--- src/rtl/slider_moves.sv ---
// Sliding-piece move generator: fetches a board over the master port, finds the
// rook/bishop/queen, and writes one full board image per legal move.
module slider_moves #(
  parameter int MAX_MOVES = 27,
  parameter int BOARD_SQ  = 64
) (
  input  logic        clk,
  input  logic        rst,
  output logic        slave_waitrequest,
  input  logic [3:0]  slave_address,
  input  logic        slave_read,
  output logic [31:0] slave_readdata,
  input  logic        slave_write,
  input  logic [31:0] slave_writedata,
  input  logic        master_waitrequest,
  output logic [31:0] master_address,
  output logic        master_read,
  input  logic [31:0] master_readdata,
  input  logic        master_readdatavalid,
  output logic        master_write,
  output logic [31:0] master_writedata
);
  localparam int SW = $clog2(BOARD_SQ);
  localparam logic [SW-1:0] LAST_SQ = SW'(BOARD_SQ - 1);
  localparam logic [7:0] MAX_CNT = 8'(MAX_MOVES);

  typedef enum logic [2:0] {IDLE, READ_BOARD, FIND, WALK, WRITE_BOARD, DONE} state_t;
  state_t state, state_next;

  logic [31:0]   src_addr, dst_addr;
  logic [7:0]    piece_id;
  logic [7:0]    count;
  logic          overflow;
  logic [7:0]    board [BOARD_SQ];
  logic [SW-1:0] idx;
  logic          rd_pending;
  logic [SW-1:0] src_sq, cur_sq, tgt_sq;
  logic [2:0]    dir, dir_last;
  logic          capture;

  // Piece type from |ID|; the direction window follows from the type.
  logic [7:0] id_abs;
  logic       is_rook, is_bishop, is_queen, type_ok;
  logic [2:0] dir_first, dir_stop;
  assign id_abs    = piece_id[7] ? (~piece_id + 8'd1) : piece_id;
  assign is_rook   = (id_abs >= 8'd9)  && (id_abs <= 8'd18);
  assign is_bishop = (id_abs >= 8'd29) && (id_abs <= 8'd38);
  assign is_queen  = (id_abs >= 8'd39) && (id_abs <= 8'd47);
  assign type_ok   = is_rook || is_bishop || is_queen;
  assign dir_first = is_bishop ? 3'd4 : 3'd0;
  assign dir_stop  = is_rook ? 3'd3 : 3'd7;

  // Step geometry: N, S, E, W, NE, NW, SE, SW as rank/file deltas.
  logic signed [4:0] dr, df, nr, nf;
  always_comb begin
    // NOTE: every variable written in a combinational block gets a default
    // first, so no path leaves it unassigned and no latch is inferred.
    dr = 5'sd0;
    df = 5'sd0;
    case (dir)
      3'd0: dr = 5'sd1;
      3'd1: dr = -5'sd1;
      3'd2: df = 5'sd1;
      3'd3: df = -5'sd1;
      3'd4: begin dr = 5'sd1;  df = 5'sd1;  end
      3'd5: begin dr = 5'sd1;  df = -5'sd1; end
      3'd6: begin dr = -5'sd1; df = 5'sd1;  end
      default: begin dr = -5'sd1; df = -5'sd1; end
    endcase
  end

  assign nr = $signed({2'b00, cur_sq[5:3]}) + dr;
  assign nf = $signed({2'b00, cur_sq[2:0]}) + df;

  logic          on_board, t_empty, t_same, legal, last_dir;
  logic [SW-1:0] tgt_next;
  logic [7:0]    t_val;
  assign on_board = (nr[4:3] == 2'b00) && (nf[4:3] == 2'b00);
  assign tgt_next = SW'({nr[2:0], nf[2:0]});
  assign t_val    = board[tgt_next];
  assign t_empty  = (t_val == 8'd0);
  assign t_same   = !t_empty && (t_val[7] == piece_id[7]);
  assign legal    = on_board && !t_same;
  assign last_dir = (dir == dir_last);

  always_ff @(posedge clk) begin
    if (rst) state <= IDLE;
    else     state <= state_next;
  end

  always_comb begin
    state_next        = state;
    slave_waitrequest = 1'b0;
    master_read       = 1'b0;
    master_write      = 1'b0;
    master_address    = 32'd0;
    master_writedata  = 32'd0;
    case (state)
      IDLE: begin
        if (slave_write && slave_address == 4'd0) state_next = READ_BOARD;
      end
      READ_BOARD: begin
        slave_waitrequest = 1'b1;
        master_read       = !rd_pending;
        master_address    = src_addr + 32'(idx);
        if (rd_pending && master_readdatavalid && idx == LAST_SQ) state_next = FIND;
      end
      FIND: begin
        slave_waitrequest = 1'b1;
        if (!type_ok)                    state_next = DONE;
        else if (board[idx] == piece_id) state_next = WALK;
        else if (idx == LAST_SQ)         state_next = DONE;
      end
      WALK: begin
        slave_waitrequest = 1'b1;
        if (!legal) begin
          if (last_dir) state_next = DONE;
        end else if (count == MAX_CNT) begin
          state_next = DONE;
        end else begin
          state_next = WRITE_BOARD;
        end
      end
      WRITE_BOARD: begin
        slave_waitrequest = 1'b1;
        master_write      = 1'b1;
        master_address    = dst_addr + 32'(count) * 32'(BOARD_SQ) + 32'(idx);
        if (idx == src_sq)      master_writedata = 32'd0;
        else if (idx == tgt_sq) master_writedata = {24'd0, piece_id};
        else                    master_writedata = {24'd0, board[idx]};
        if (!master_waitrequest && idx == LAST_SQ)
          state_next = (capture && last_dir) ? DONE : WALK;
      end
      DONE: begin
        // Finishes a pending status read; writes still wait for IDLE.
        slave_waitrequest = slave_write;
        state_next        = IDLE;
      end
      default: state_next = IDLE;
    endcase
  end

  always_comb begin
    slave_readdata = 32'd0;
    case (slave_address)
      4'd0: slave_readdata = {overflow, 23'd0, count};
      4'd1: slave_readdata = src_addr;
      4'd2: slave_readdata = {24'd0, piece_id};
      4'd3: slave_readdata = dst_addr;
      default: slave_readdata = 32'd0;
    endcase
  end

  always_ff @(posedge clk) begin
    if (rst) begin
      src_addr   <= 32'd0;
      dst_addr   <= 32'd0;
      piece_id   <= 8'd0;
      count      <= 8'd0;
      overflow   <= 1'b0;
      idx        <= '0;
      rd_pending <= 1'b0;
      src_sq     <= '0;
      cur_sq     <= '0;
      tgt_sq     <= '0;
      dir        <= 3'd0;
      dir_last   <= 3'd0;
      capture    <= 1'b0;
    end else begin
      case (state)
        IDLE: begin
          if (slave_write) begin
            case (slave_address)
              4'd0: begin
                count      <= 8'd0;
                overflow   <= 1'b0;
                idx        <= '0;
                rd_pending <= 1'b0;
              end
              4'd1: src_addr <= slave_writedata;
              4'd2: piece_id <= slave_writedata[7:0];
              4'd3: dst_addr <= slave_writedata;
              default: ;
            endcase
          end
        end
        READ_BOARD: begin
          if (!rd_pending) begin
            if (!master_waitrequest) rd_pending <= 1'b1;
          end else if (master_readdatavalid) begin
            rd_pending <= 1'b0;
            idx        <= idx + 1'b1;
          end
        end
        FIND: begin
          // Only the values latched on the matching square are ever used.
          idx      <= idx + 1'b1;
          src_sq   <= idx;
          cur_sq   <= idx;
          dir      <= dir_first;
          dir_last <= dir_stop;
        end
        WALK: begin
          if (!legal) begin
            if (!last_dir) begin
              dir    <= dir + 3'd1;
              cur_sq <= src_sq;
            end
          end else if (count == MAX_CNT) begin
            overflow <= 1'b1;
          end else begin
            tgt_sq  <= tgt_next;
            capture <= !t_empty;
            idx     <= '0;
          end
        end
        WRITE_BOARD: begin
          if (!master_waitrequest) begin
            idx <= idx + 1'b1;
            if (idx == LAST_SQ) begin
              count <= count + 8'd1;
              if (capture) begin
                dir    <= dir + 3'd1;
                cur_sq <= src_sq;
              end else begin
                cur_sq <= tgt_sq;
              end
            end
          end
        end
        default: ;
      endcase
    end
  end

  // NOTE: the board store is plain data fully overwritten before any use, so
  // it carries no reset and can map onto RAM or unreset flops.
  always_ff @(posedge clk) begin
    if (state == READ_BOARD && rd_pending && master_readdatavalid)
      board[idx] <= master_readdata[7:0];
  end
endmodule

--- config.mk ---
export PLATFORM = sky130hd
export DESIGN_NAME = slider_moves
export DESIGN_NICKNAME = d
export VERILOG_FILES = /design/src/rtl/slider_moves.sv
export SDC_FILE = /design/constraint.sdc
export NUM_CORES = 1
export LEC_CHECK = 0
export ABC_AREA = 0
export ABC_CLOCK_PERIOD_IN_PS = 4640
export CAP_MARGIN = 30
export CORE_MARGIN = 2
export CORE_UTILIZATION = 45
export CTS_BUF_LIST = sky130_fd_sc_hd__clkbuf_16
export CTS_CLUSTER_DIAMETER = 100
export CTS_CLUSTER_SIZE = 30
export DETAILED_ROUTE_END_ITERATION = 8
export PLACE_DENSITY_LB_ADDON = 0.3
export SLEW_MARGIN = 20
export SYNTH_ARGS = -nofsm -noshare
export SYNTH_HDL_FRONTEND = slang
export SYNTH_SLANG_ARGS = --single-unit
--- constraint.sdc ---
create_clock -name clk -period 4.64 [get_ports clk]
set_input_delay 0.696 -clock clk [delete_from_list [all_inputs] [get_ports clk]]
set_output_delay 0.696 -clock clk [all_outputs]
set_load 0.01 [all_outputs]
==> summary.md, run 1 <==
The dominant register cell in the synthesized netlist is sky130_fd_sc_hd__edfxtp_1. Cells fill 51.13% of the core in the end. Of the total power, the share spent switching nets is 22.09%. For this design the static power due to leakage is 11.36 nW. The number of cells on the worst reg-to-reg path is 16, and the DRC violation count after routing is 0. The run gives 0.2159 GHz as the highest achievable clock rate.

Registers take 17,810 um2. The maximum number of pins on one net before global-route repair is 65. The via density per instance was 6.398; the I/O pin count was 173.

The clock insertion delay at the later pin of the skew report was 610 ps; the maximum vdd drop was 196.9 uV. STA classifies the critical path endpoint as an output pin. Setup violations remaining at the end of the flow were counted as 0. In this run the power density over the cells is 269.9 nW/um2. The overall routed net length was 95.19 mm. Of the synthesized area, sequential elements account for 57.10%.

Port buffering added 123 buffers. In this run the tightest slew margin relative to its limit is 36.45%. The total number of yosys warnings is 0, and the synthesized area is 31,170 um2.

The y dimension of the die came out at 267.2 um. The analysis attributes to net switching a power of 2.091 mW. The maximum number of buffers from clock root to sink was 3. The tools report the count of final max-slew check failures as 0.

For the H-tree level count, the log shows 1. Clock skew on the completed layout was measured at 22.97 ps. The tools report the critical path data required time as 3940 ps. After synthesis, the mean cell area works out to 12.84 um2. The tightest min-delay check is of the reg2reg type. The number of global-route vias before repair is 21.58k.

The library cells used most frequently in the layout, excluding fill and tap cells, are 512 x sky130_fd_sc_hd__edfxtp_1, 251 x sky130_fd_sc_hd__nand2_1, 195 x sky130_fd_sc_hd__nor2_1, 168 x sky130_fd_sc_hd__mux4_2, 144 x sky130_fd_sc_hd__a21oi_1. The flow ran to the end, and the final reports show no timing, DRC or antenna violations. The routed length per instance works out to 27.11 um. Global routing used 26.01% of the available tracks across all layers. The tree built by TritonCTS fans out to 633 sinks. The run gives 96 as the row count. Once placement finished, the instance area stood at 33,840 um2. For this run, asynchronously set or reset flops after synthesis account for 0%. In this run, the number of DRC markers left after iteration 0 of detailed routing was 3,012. Of all nets on the critical path, the largest fanout is 20. The number of iterations in the first detailed-routing pass came out at 6. At the pin with the least slew margin, the transition time is 949.7 ps. The worst hold path cell count came out at 2.

In this run, placement finished with an instance count of 3,436. The tools report the number of endpoints with negative hold slack in the final report as 0. For the fill cell instance count of the final layout, the log shows 5,748. After global routing the overflow that remains totals 0. Clock tree synthesis selected as its root buffer the cell sky130_fd_sc_hd__clkbuf_16. The logs give 71,390 um2 for the die area and 45.44% for the initial core utilization.

The run gives 5.8% as the share of power burned in combinational logic. Buffers inserted during clock tree synthesis total 25. Counting flops and latches in the post-synthesis netlist gives 633. Max-cap violations in this run came to 0.

The multi-input gate area in the final layout was 12,670 um2. Total number of vias: 22.46k. The run gives 7.373 mW as the internal power of the cells. The area of the core region was 68,590 um2.

The synthesized design contains 512 enable-type register cells. Clock-pin slew was measured on the worst setup and hold paths at 120 ps. At the worst endpoint, the arrival time is 3940 ps. The ratio of final minimum period to clock period came out at 99.83%.

The share of layout cells above drive strength 1 is 15.78%, and the portion of total power attributed to sequential cells is 65.0%. The initial antenna violation count came out at 2. The worst path needs 4632 ps of the cycle, external delays included.

Counting every instance in the synthesized netlist gives 2,428. Compared with the post-synthesis result, the final layout area differs by 12.51%. The final non-filler cell area is 35,070 um2.

Leaving out fill and tap cells, the most frequent cell in the layout is sky130_fd_sc_hd__edfxtp_1. At the end of routability-driven placement, the weighted congestion stood at 0.9468. The first global-routing pass estimated 139.4 mm of wire. The clock network is responsible for 29.2% of the overall power. The run gives 89 as the count of different cell masters after synthesis.

TritonCTS built the clock tree. In this run the remaining antenna-violating nets after routing total 0. The wire-length estimate of the detail-placed layout is 67.35 mm. For the final layout net count, the log shows 2,672. The worst setup path is launched from a flip-flop.

From left edge to right edge, the die measures 267.2 um. The run gives 3,511 as the non-filler instance count after layout. The critical path is of the reg2out type. Final hold analysis gives a worst-case slack of 488.0 ps.
## sequential cells by signal, summed over array words and instances (netlist names), 6 cells and up, named ones only
| signal | flops |
|---|---|
| board | 512 |
| dst_addr | 32 |
| src_addr | 32 |
| count | 8 |
| piece_id | 8 |
| cur_sq | 6 |
| idx | 6 |
| src_sq | 6 |
| tgt_sq | 6 |
## critical path, cell delays in order (launching register included)
cell                              delay (ps)
sky130_fd_sc_hd__dfxtp_4                 390
sky130_fd_sc_hd__buf_12                  150
sky130_fd_sc_hd__buf_12                  170
sky130_fd_sc_hd__nor2b_2                 590
sky130_fd_sc_hd__a22oi_1                 250
sky130_fd_sc_hd__and4_1                  290
sky130_fd_sc_hd__nor4_1                  410
sky130_fd_sc_hd__mux2i_1                 170
sky130_fd_sc_hd__buf_4                   190
sky130_fd_sc_hd__a21oi_1                 140
sky130_fd_sc_hd__nor2_1                   80
sky130_fd_sc_hd__clkdlybuf4s50_1         480
## cell usage after synthesis, drive strengths merged, types with 46 or more instances
cell / number / area share, %
a21oi: 148 / 2.4
a22oi: 47 / 1.1
buf: 79 / 1.5
clkbuf: 97 / 1.2
dfxtp: 121 / 7.8
edfxtp: 512 / 49
mux2i: 56 / 1.8
mux4: 168 / 12
nand2: 253 / 3.1
nand3: 66 / 1.1
nor2: 201 / 2.5
nor3: 60 / 0.98
nor4: 57 / 1.1
o21ai: 46 / 0.74
## path summary, 6_finish.rpt
path,start,end,slack (ps)
setup / recovery,flip-flop,master_writedata[0],8
hold reg to reg,src_addr[30],src_addr[30],490
setup reg to reg,dir[1],dir[2],90
hold / removal,src_addr[30],src_addr[30],490
## metal layers
layer / up-vias / GRT usage (%) / wire length (um)
li1: 9662 / - / -
met1: 11280 / 35.14 / 36790
met2: 1322 / 42.60 / 45030
met3: 193 / 4.432 / 9519
met4: 2 / 9.004 / 3824
met5: - / 0 / 16
## stage by stage
step	power (mW)	setup TNS, ps	setup slack, ps
floorplan	6.550	0	304.2
CTS	9.479	0	0.1776
global route	9.722	-62.05	-46.32
global placement	6.780	-890.3	-92.29
finish	9.464	0	7.780
detailed placement	6.797	-1433	-149.8
## kinds of logic after synthesis
family,count (synthesis),share of synthesized area (%)
fa+ha+maj,37,1.558
other cells,1,0.01203
mux,226,14.01
compound gates,473,10.38
flops,633,57.10
buf+inv,212,3.127
xor+xnor,84,2.360
simple gates,762,11.46
## power groups by stage
stage	combinational [mW]	clock, mW	sequential [mW]
floorplan	0.279	0	6.27
global placement	0.498	0	6.28
detailed placement	0.516	0	6.28
CTS	0.533	2.80	6.15
global route	0.579	2.99	6.15
finish	0.550	2.76	6.15
## cell type report
cell class / instances / area share, %
Multi-Input combinational cell: 1606 / 36.12
Clock inverter: 20 / 0.3033
Antenna cell: 1 / 0.007136
Tap cell: 931 / 3.322
Inverter: 36 / 0.3960
Sequential cell: 633 / 50.78
Timing Repair Buffer: 259 / 7.282
Clock buffer: 25 / 1.784
## timing repair
item | CTS | global route
cloned | 2 | 0
setup buffers | 14 | 11
gates resized for setup | 28 | 34
hold buffers | 0 | 0
pin swaps | 5 | 10
endpoints found under the setup margin | 47 | 49
No activity file was read; power rests on OpenSTA's default activity.
==> run 2, diff against run 1 <==
GPL_ROUTABILITY_DRIVEN = 0   (was not set)
==> summary.md, run 2 (synthesis gave the netlist of run 1 again) <==
The run gives 96 (unchanged) as the row count. The number of flip-flops in the largest register is 512 (unchanged). The run gives 17,810 um2 (about the same) as the sequential standard cell area. The maximum number of buffers from clock root to sink was 3 (unchanged); the number of cells on the worst reg-to-reg path was 16 (unchanged). The remaining antenna violation count is 0 (unchanged). The static power due to leakage was 11.27 nW (-0.71%).

The H-tree level count was 1 (unchanged). The logs give -0.8460 ps (-8.626 ps) for the final setup slack of the worst path and 2,875 (-4.5%) for the starting DRC count in detailed routing. The cell area power density works out to 272.5 nW/um2 (+0.99%).

The run gives 26.05% (+0.044 points) as the combined global-route utilization of all metal layers. STA classifies the critical path startpoint as a flip-flop. The worst-margin pin slew works out to 1026 ps (+76.71 ps). Type of the tightest min-delay check: reg2reg.

Relative to the synthesized area, the layout overhead comes to 12.90%. The top cell types in the final layout, fill and taps aside, are 512 x sky130_fd_sc_hd__edfxtp_1, 250 x sky130_fd_sc_hd__nand2_1, 195 x sky130_fd_sc_hd__nor2_1, 168 x sky130_fd_sc_hd__mux4_2, 143 x sky130_fd_sc_hd__a21oi_1. The count of buffers from port buffering was 123 (unchanged); the ratio of final minimum period to clock period was 100.0% (+0.19 points). The minimum setup slack among reg-to-reg paths is 90 ps (about the same), and the total negative setup slack is -0.8460 ps (-0.8460 ps).

The final reports fail on negative setup slack. The number of diodes is 0 (-1). The worst hold path cell count came out at 2 (unchanged).

In the final layout, the registers with the most flip-flops are board: 512 flops, dst_addr: 32 flops, src_addr: 32 flops. The critical path data arrival time came out at 3940 ps (about the same). TritonCTS built the clock tree. The tools report the total cell area at the placement stage as 33,880 um2 (+0.13%).

The cell type with the highest occurrence count on the critical path was sky130_fd_sc_hd__buf_4. The largest clock skew in the final design came out at 69.63 ps (+46.65 ps). The worst slew slack as a fraction of its limit is 31.32% (-5.1 points), and the floorplan die width is 267.2 um (unchanged). The stage delay of the slowest cell on the critical path is 610 ps (+20 ps). The final non-filler cell area was 35,190 um2 (+0.34%). The routed length per instance came out at 27.04 um (-0.26%). The run gives 1 (+1) as the number of setup violations in the final report. The critical path class is reg2out.

The count of final max-slew check failures is 0 (unchanged), and the highest achievable clock rate is 0.2155 GHz (-0.19%). The register bank with the most flops was board. The worst setup path is captured at an output pin. For the final HPWL from detailed placement, the log shows 67.10 mm (-0.36%). The y dimension of the die was 267.2 um (unchanged); the fill cell instance count of the final layout was 5,747 (-0.017%). The multi-input gate area in the final layout was 12,740 um2 (+0.56%). The via density per instance is 6.388 (-0.15%). The run gives 0 (unchanged) as the number of endpoints with negative hold slack in the final report. The path with the worst hold slack has its endpoint at src_addr[30]. The run gives 65 (unchanged) as the maximum number of pins on one net before global-route repair. Initial antenna violation count: 0 (-2).

The maximum vdd drop was 305.9 uV (+55%). The logs give 0 (unchanged) for the number of max-capacitance violations reported and 0 (unchanged) for the number of hold buffers added after cts. The flow ran to the end, but the final reports show violations.

The global-route wire length before repair is 139.2 mm (about the same). Total number of vias: 22.45k (-0.040%). The number of global-route vias before repair came out at 21.53k (-0.20%).

The tree is rooted in a sky130_fd_sc_hd__clkbuf_16. The run gives 660 ps (+50 ps) as the clock insertion delay at the later pin of the skew report. The number of iterations in the first detailed-routing pass was 6 (unchanged); the highest net fanout along the worst path was 17 (-15%).

Total global routing overflow: 0 (unchanged). The share of layout cells above drive strength 1 is 17.22% (+1.4 points). The run gives 0 (unchanged) as the DRC violation count after routing.

The die area was 71,390 um2 (unchanged). The run gives 173 (unchanged) as the I/O pin count. On the critical path, the stage with the largest delay is an instance of sky130_fd_sc_hd__dfxtp_4. The area of the core region came out at 68,590 um2 (unchanged). The startpoint of the most critical register-to-register path was dir[0]. Clock input transition at the sequential cells of the worst setup and hold paths: 120 ps (about the same). The sink count of the clock tree was 633 (unchanged). The overall routed net length was 95.05 mm (-0.14%); the minimum period implied by the final worst setup slack was 4641 ps (+8.626 ps). Walking the worst path, the cells encountered are buf_12, buf_4, mux4_2, a22o_1, nor4_1, mux2i_1, buf_4, a21oi_1, nor2_1, clkdlybuf4s50_1. The worst hold path startpoint was src_addr[30]. The initial core utilization was 45.44% (unchanged). The run gives 26 (+4.0%) as the number of CTS-inserted buffers. Most common library cell in the layout ignoring fill and taps: sky130_fd_sc_hd__edfxtp_1. The critical path data required time is 3940 ps (about the same), and the final layout net count is 2,679 (+0.26%).
## run 2: cell type report
class / instances / share of cell area (%)
Timing Repair Buffer: 265 / 7.211
Inverter: 36 / 0.3840
Clock inverter: 18 / 0.4267
Clock buffer: 26 / 1.849
Tap cell: 931 / 3.310
Sequential cell: 633 / 50.62
Multi-Input combinational cell: 1606 / 36.20
## run 2: report_power, final
group	switching [mW]	total [mW]	internal [mW]
Combinational	0.342	0.550	0.208
Sequential	0.0217	6.15	6.13
Clock	1.77	2.89	1.12
## run 2: layer usage
layer | track usage (%) | share of wire [%] | vias to the layer above | wire length (um)
met3 | 5.011 | 10 | 194 | 9930
met4 | 8.837 | 4.0 | 0 | 3779
met5 | 0 | 0 | - | 0
met2 | 42.18 | 47 | 1367 | 44300
met1 | 35.33 | 39 | 11210 | 37040
li1 | - | - | 9685 | -
## run 2: critical path, delay by kind of cell, from the launching register on
family,cells,cell delay [ps]
flip-flops,1,610
AO/OA/AOI/OAI,2,410
AND/OR/NAND/NOR,2,450
multiplexers,2,620
buffers and inverters,4,1180
## run 2: stage by stage
step,total power [mW],utilization (%),hold WS (ps),setup WS [ps],instances
finish,9.590,51.31,485.3,-0.8460,3515
global route,9.828,51.31,517.5,-9.623,3515
CTS,9.592,50.97,482.2,0.4694,3506
detailed placement,6.796,49.39,466.6,-149.3,3444
global placement,6.781,49.34,467.9,-99.80,3442
floorplan,6.550,-,449.6,304.2,2451
## run 2: repair_timing
item,4_1_cts,5_1_grt
resized for setup,36,62
setup endpoints to repair,47,54
gates cloned,2,1
buffers inserted,17,7
pin swaps,7,14
## run 2: worst max path at each step
stage / slack [ps] / startpoint / endpoint / cells after the start
after CTS: 0.5 / flip-flop / master_writedata[6] / 11
final: -0.8 / flip-flop / master_writedata[0] / 10
after global routing: -10 / dst_addr[0] / master_address[18] / 15
after floorplan: 300 / dir[1] / dir[2] / 16
after detailed placement: -150 / dir[1] / flip-flop / 16
after global placement: -100 / dir[1] / idx[3] / 18
